--- config.mk ---
export PLATFORM = sky130hd
export DESIGN_NAME = led_pwm_ctrl
export DESIGN_NICKNAME = d
export VERILOG_FILES = /design/src/rtl/led_pkg.sv /design/src/rtl/btn_debounce.sv /design/src/rtl/led_pwm_ctrl.sv
export SDC_FILE = /design/constraint.sdc
export NUM_CORES = 1
export LEC_CHECK = 0
export BUFFER_PORTS_ARGS = -buffer_cell sky130_fd_sc_hd__clkbuf_2
export CORE_UTILIZATION = 30
export CTS_CLUSTER_DIAMETER = 80
export DETAILED_ROUTE_END_ITERATION = 12
export SYNTH_ARGS = -nofsm -noshare
export SYNTH_HDL_FRONTEND = slang
export SYNTH_SLANG_ARGS = --single-unit
--- constraint.sdc ---
create_clock -name clk -period 5.4 [get_ports clk]
set_clock_uncertainty 0.2 [all_clocks]
set_input_delay 0.81 -clock clk [delete_from_list [all_inputs] [get_ports clk]]
set_output_delay 0.81 -clock clk [all_outputs]
set_load 0.02 [all_outputs]
--- src/rtl/led_pkg.sv ---
// led_pkg: shared mode type, mode sequencing and default parameters for the LED PWM controller
package led_pkg;
  typedef enum logic [1:0] {OFF = 2'd0, STATIC = 2'd1, BREATHE = 2'd2, BLINK = 2'd3} mode_e;
  localparam int DEF_NUM_CH          = 3;
  localparam int DEF_PWM_BITS        = 8;
  localparam int DEF_PRESCALE_BITS   = 16;
  localparam int DEF_DEBOUNCE_CYCLES = 480000;
  localparam bit DEF_ACTIVE_LOW      = 1'b1;
  function automatic mode_e mode_next(input mode_e m);
    return mode_e'(m + 2'd1);
  endfunction
endpackage

--- src/rtl/btn_debounce.sv ---
// btn_debounce: synchronise the raw active-low button, debounce it and pulse once per accepted press
module btn_debounce #(
  parameter int DEBOUNCE_CYCLES = 480000
) (
  input  logic clk,
  input  logic rst_n,
  input  logic btn_n,
  output logic press
);
  localparam int CW = $clog2(DEBOUNCE_CYCLES > 1 ? DEBOUNCE_CYCLES : 2);
  localparam logic [CW-1:0] LAST = CW'(DEBOUNCE_CYCLES - 1);
  logic s1, s2, stable, armed, accept;
  logic [1:0] fill;
  logic [CW-1:0] cnt;
  assign accept = (s2 != stable) && (cnt == LAST);
  // armed only once a genuine released level has been seen, so a button held through reset is ignored
  always_ff @(posedge clk or negedge rst_n)
    if (!rst_n) begin
      s1     <= 1'b1;
      s2     <= 1'b1;
      stable <= 1'b1;
      cnt    <= '0;
      fill   <= '0;
      armed  <= 1'b0;
      press  <= 1'b0;
    end else begin
      s1     <= btn_n;
      s2     <= s1;
      fill   <= {fill[0], 1'b1};
      armed  <= armed | (fill[1] & s2);
      cnt    <= (s2 == stable || accept) ? '0 : cnt + 1'b1;
      stable <= accept ? s2 : stable;
      press  <= accept & ~s2 & armed;
    end
endmodule

--- src/rtl/led_pwm_ctrl.sv ---
// led_pwm_ctrl: multi-channel LED PWM driver with OFF/STATIC/BREATHE/BLINK modes cycled by a debounced button
module led_pwm_ctrl import led_pkg::*; #(
  parameter int NUM_CH          = DEF_NUM_CH,
  parameter int PWM_BITS        = DEF_PWM_BITS,
  parameter int PRESCALE_BITS   = DEF_PRESCALE_BITS,
  parameter int DEBOUNCE_CYCLES = DEF_DEBOUNCE_CYCLES,
  parameter bit ACTIVE_LOW      = DEF_ACTIVE_LOW
) (
  input  logic                       clk,
  input  logic                       rst_n,
  input  logic                       btn_n,
  input  logic [NUM_CH*PWM_BITS-1:0] duty_i,
  output logic [NUM_CH-1:0]          led_o,
  output logic [1:0]                 mode_o,
  output logic                       btn_press_o
);
  localparam logic [PWM_BITS-1:0] PMAX = '1;
  mode_e mode, mode_d;
  logic press, up, phase, tick, wrap;
  logic [PWM_BITS-1:0] pwm_cnt, level, blink_cnt;
  logic [PRESCALE_BITS-1:0] pre;
  logic [NUM_CH-1:0] lit;
  btn_debounce #(.DEBOUNCE_CYCLES(DEBOUNCE_CYCLES)) u_btn (
    .clk(clk),
    .rst_n(rst_n),
    .btn_n(btn_n),
    .press(press)
  );
  assign tick        = &pre;
  assign wrap        = &pwm_cnt;
  assign btn_press_o = press;
  assign mode_o      = mode;
  assign led_o       = ACTIVE_LOW ? ~lit : lit;
  always_ff @(posedge clk or negedge rst_n)
    if (!rst_n) mode <= OFF;
    else mode <= mode_d;
  always_comb mode_d = press ? mode_next(mode) : mode;
  // a press outranks a coincident step tick; the PWM counter never restarts
  always_ff @(posedge clk or negedge rst_n)
    if (!rst_n) begin
      pwm_cnt   <= '0;
      pre       <= '0;
      level     <= '0;
      up        <= 1'b1;
      blink_cnt <= '0;
      phase     <= 1'b0;
    end else begin
      pwm_cnt <= pwm_cnt + 1'b1;
      pre     <= pre + 1'b1;
      if (press) begin
        level     <= '0;
        up        <= 1'b1;
        blink_cnt <= '0;
        phase     <= 1'b0;
      end else if (tick) begin
        if (mode == BREATHE) begin
          up    <= up ? level != PMAX : level == '0;
          level <= up ? (level == PMAX ? level : level + 1'b1) : (level == '0 ? level : level - 1'b1);
        end
        if (mode == BLINK) begin
          blink_cnt <= blink_cnt + 1'b1;
          phase     <= phase ^ (blink_cnt == PMAX);
        end
      end
    end
  for (genvar c = 0; c < NUM_CH; c++) begin : g_ch
    logic [PWM_BITS-1:0] d, scaled, eff, dq;
    logic l;
    assign d      = duty_i[c*PWM_BITS +: PWM_BITS];
    assign scaled = PWM_BITS'(({{PWM_BITS{1'b0}}, d} * {{PWM_BITS{1'b0}}, level}) >> PWM_BITS);
    assign lit[c] = l;
    always_comb eff = mode == STATIC ? d : mode == BREATHE ? scaled : (mode == BLINK && phase) ? d : '0;
    // duty only reloads at the end of a period so a period never mixes two duties
    always_ff @(posedge clk or negedge rst_n)
      if (!rst_n) begin
        dq <= '0;
        l  <= 1'b0;
      end else begin
        dq <= wrap ? eff : dq;
        l  <= pwm_cnt < dq;
      end
  end
endmodule

==> results.cfg <==
[synthesis]
syn-cell-area_sq_um = 10800
syn_nets = 1434
yosysWarningCount = 0
avgSynthCellArea_sq_um = 9.26
synth_edf_count = 0
synth_top_area_cell = dfrtp_1
yosys_most_used_dff = dfrtp_1
ys_async_sr_fraction = 1.00
yosysSeqAreaShare = 0.225
synth.most_common_cell = inv_1
synth.top_cells.by_area = dfrtp_1 (22%), fa_1 (20%), ha_1 (15%)
yosysUniqueCellTypes = 61
syn-instance-count = 1168
synth_seq_cells = 97
synth_top_area_share = 0.215
ys_top_cells_by_count = inv_1 (158), and2_1 (150), ha_1 (133), fa_1 (106), dfrtp_1 (93)

[die]
die_area_sq_um = 36800
start_util = 0.305
fp.dieH_microns = 192
chipWidth_microns = 192
rows = 69
design.core.area_sq_um = 35500
io_pins = 33

[grt]
grt_antenna_before_repair = 0
grt_start_max_net_pins = 57
grt_pass1_wl_microns = 42300
grt_overflow = 0
grt_pass1_vias = 8352
grt_usage = 0.144

[timing]
slew_violations = 0
slew_headroom = 0.315
finalCriticalPeriod_ps = 5120
rsz0062_at_grt = false
fin_crit_sh = 0.949
worst_pin_slew_ps = 1020
timing.fmax_mhz = 195
setup_tns_ps = 0
setup_viol = 0
holdWs_ps = 153
hold_violations = 0

[clock_tree]
numCtsBuffers = 9
htreeDepth = 3
clkTransAtPathRegs_ps = 70
cts_hold_buf = 0
insertion_delay_ps = 350
cts_max_path_buffers = 2
cts_tree = done
cts_resized = 0
cts_root_buf = clkbuf_16
clock-sinks = 97
cts_setup_buffers = 0

[route]
vias_per_cell = 4.78
drc = 0
vias = 8068
drtIter0Drc = 310
post_drt_wl_per_cell_microns = 14.6
wl_microns = 24700
firstDrtPassIters = 4
drtAntennaViolNets = 0

[cells_and_area]
final_area_sq_um = 12100
syn2layout_area_growth_pct = 11.5
fillers = 3644
finalNonFillerCells = 1688
antenna_cells = 0
drive_gt1_frac = 0.0970
multi_input_area_sq_um = 7620
regArea_sq_um = 2440
final_nets = 1488

[critical_path]
crit_required_ps = 5440
crit_type = primary input to register
start_kind = primary input
cp-end-kind = register
critPathMaxFanout = 4
reg2reg_setup_slack_ps = 320
worstPathArrival_ps = 5160

[outcome]
status = finished clean

[pwr]
powerDensity_nw_per_um2 = 117
ir_drop_mv = 0.147
p_leak_nw = 6.36

[placement]
dpl_cell_area_sq_um = 11800
gp_congestion = 0.830
portBuffers = 32
hpwl_microns = 19200
placed_cells = 1672

[worst_hold_path]
worstHoldPathType = register to register

[run]
max_cap_viol_count = 0
-- layout make-up --
| type | count | share of cell area |
|---|---|---|
| Clock buffer | 10 | 0.0190 |
| Clock inverter | 6 | 0.00415 |
| Inverter | 158 | 0.0492 |
| Multi-Input combinational cell | 872 | 0.632 |
| Sequential cell | 97 | 0.202 |
| Tap cell | 461 | 0.0478 |
| Timing Repair Buffer | 84 | 0.0459 |
-- state kept, by name, summed over array words and instances, names as in the netlist, 2 cells and up --
signal	cells
u_btn.fill	2
blink_cnt	8
mode_o	2
pre	16
g_ch.dq	24
u_btn.cnt	19
pwm_cnt	8
level	8
g_ch.l	3
-- path summary, 6_finish.rpt --
path                                    start       endpoint  cells after the start
worst min-delay path            u_btn.fill[0]  u_btn.fill[1]                      0
worst max-delay path               duty_i[17]  g_ch[2].dq[6]                     16
worst min register to register  u_btn.fill[0]  u_btn.fill[1]                      0
worst max register to register       level[4]  g_ch[2].dq[6]                     15
max in group asynchronous               rst_n             up                      2
min in group asynchronous               rst_n  u_btn.fill[1]                      1
-- placed cells by master, fill, tap and decap left out, types with 3 or more instances in the layout --
cell,count
xnor2_1,33
a211o_1,6
dfrtp_1,90
o31ai_1,4
inv_1,158
nor3_1,15
nand3_1,35
dfrtp_2,3
and3_1,10
a31oi_1,3
o21a_1,3
o221ai_1,8
o21bai_1,3
mux2i_1,7
a211oi_1,5
nand2_1,78
o2bb2ai_1,3
fa_1,106
nand2b_1,6
and2_1,150
or3_1,6
a221oi_1,11
nor2b_1,7
clkbuf_2,31
xor2_1,35
nand4_1,13
a21o_1,12
ha_1,133
a21oi_1,45
inv_6,3
clkbuf_16,9
buf_4,53
or2_2,4
nor2_1,71
dfstp_2,4
nor4_1,6
o21ai_0,23
nor3b_1,3
-- kinds of logic (layout without fill, tap and decap cells) --
family                     Yosys count  in the layout  share of synthesized area
adders and majority gates          239            239                      0.350
xor gates and xnor gates            68             68                     0.0551
buffers and inverters              199            258                     0.0704
AOI/OAI and AO/OA                  137            137                     0.0837
muxes                                8              8                    0.00752
DFF                                 97             97                      0.225
other                                1              1                   0.000347
and+or+nand+nor                    419            419                      0.208
-- report_power, final --
part | total (W) | switching, W | internal (W) | leakage [nW]
Combinational | 0.0000671 | 0.0000481 | 0.0000190 | 5.00
Clock | 0.000611 | 0.000293 | 0.000318 | 0.130
Sequential | 0.000732 | 0.00000212 | 0.000730 | 1.23
Total | 0.00141 | 0.000343 | 0.00107 | 6.36
-- critical path, stage by stage --
cell      delay, ps
clkbuf_2        110
and2_1          170
fa_1            460
fa_1            540
inv_1            50
fa_1            480
inv_1            60
fa_1            480
ha_1            220
or4_1           520
a31oi_1         260
nor3b_1         110
a211o_1         330
a31oi_1         210
xor2_1          100
a221oi_1        260
-- routing by layer --
layer / track usage / vias up / routed length, microns
li1: - / 3930 / -
met3: 0.0159 / 27 / 786
met2: 0.238 / 109 / 11400
met1: 0.199 / 4002 / 12100
met5: 0 / - / 0
met4: 0.0336 / 0 / 402
-- stage by stage --
| step | power, W | worst slack, ps | utilization |
|---|---|---|---|
| floorplan | 0.000755 | 76.6 | - |
| global route | 0.00147 | 24.4 | 0.340 |
| global placement | 0.000814 | -32.4 | 0.332 |
| finish | 0.00141 | 277 | 0.340 |
| CTS | 0.00144 | 175 | 0.340 |
| detailed placement | 0.000815 | -65.1 | 0.332 |
Power figures use the tool's default switching activity.
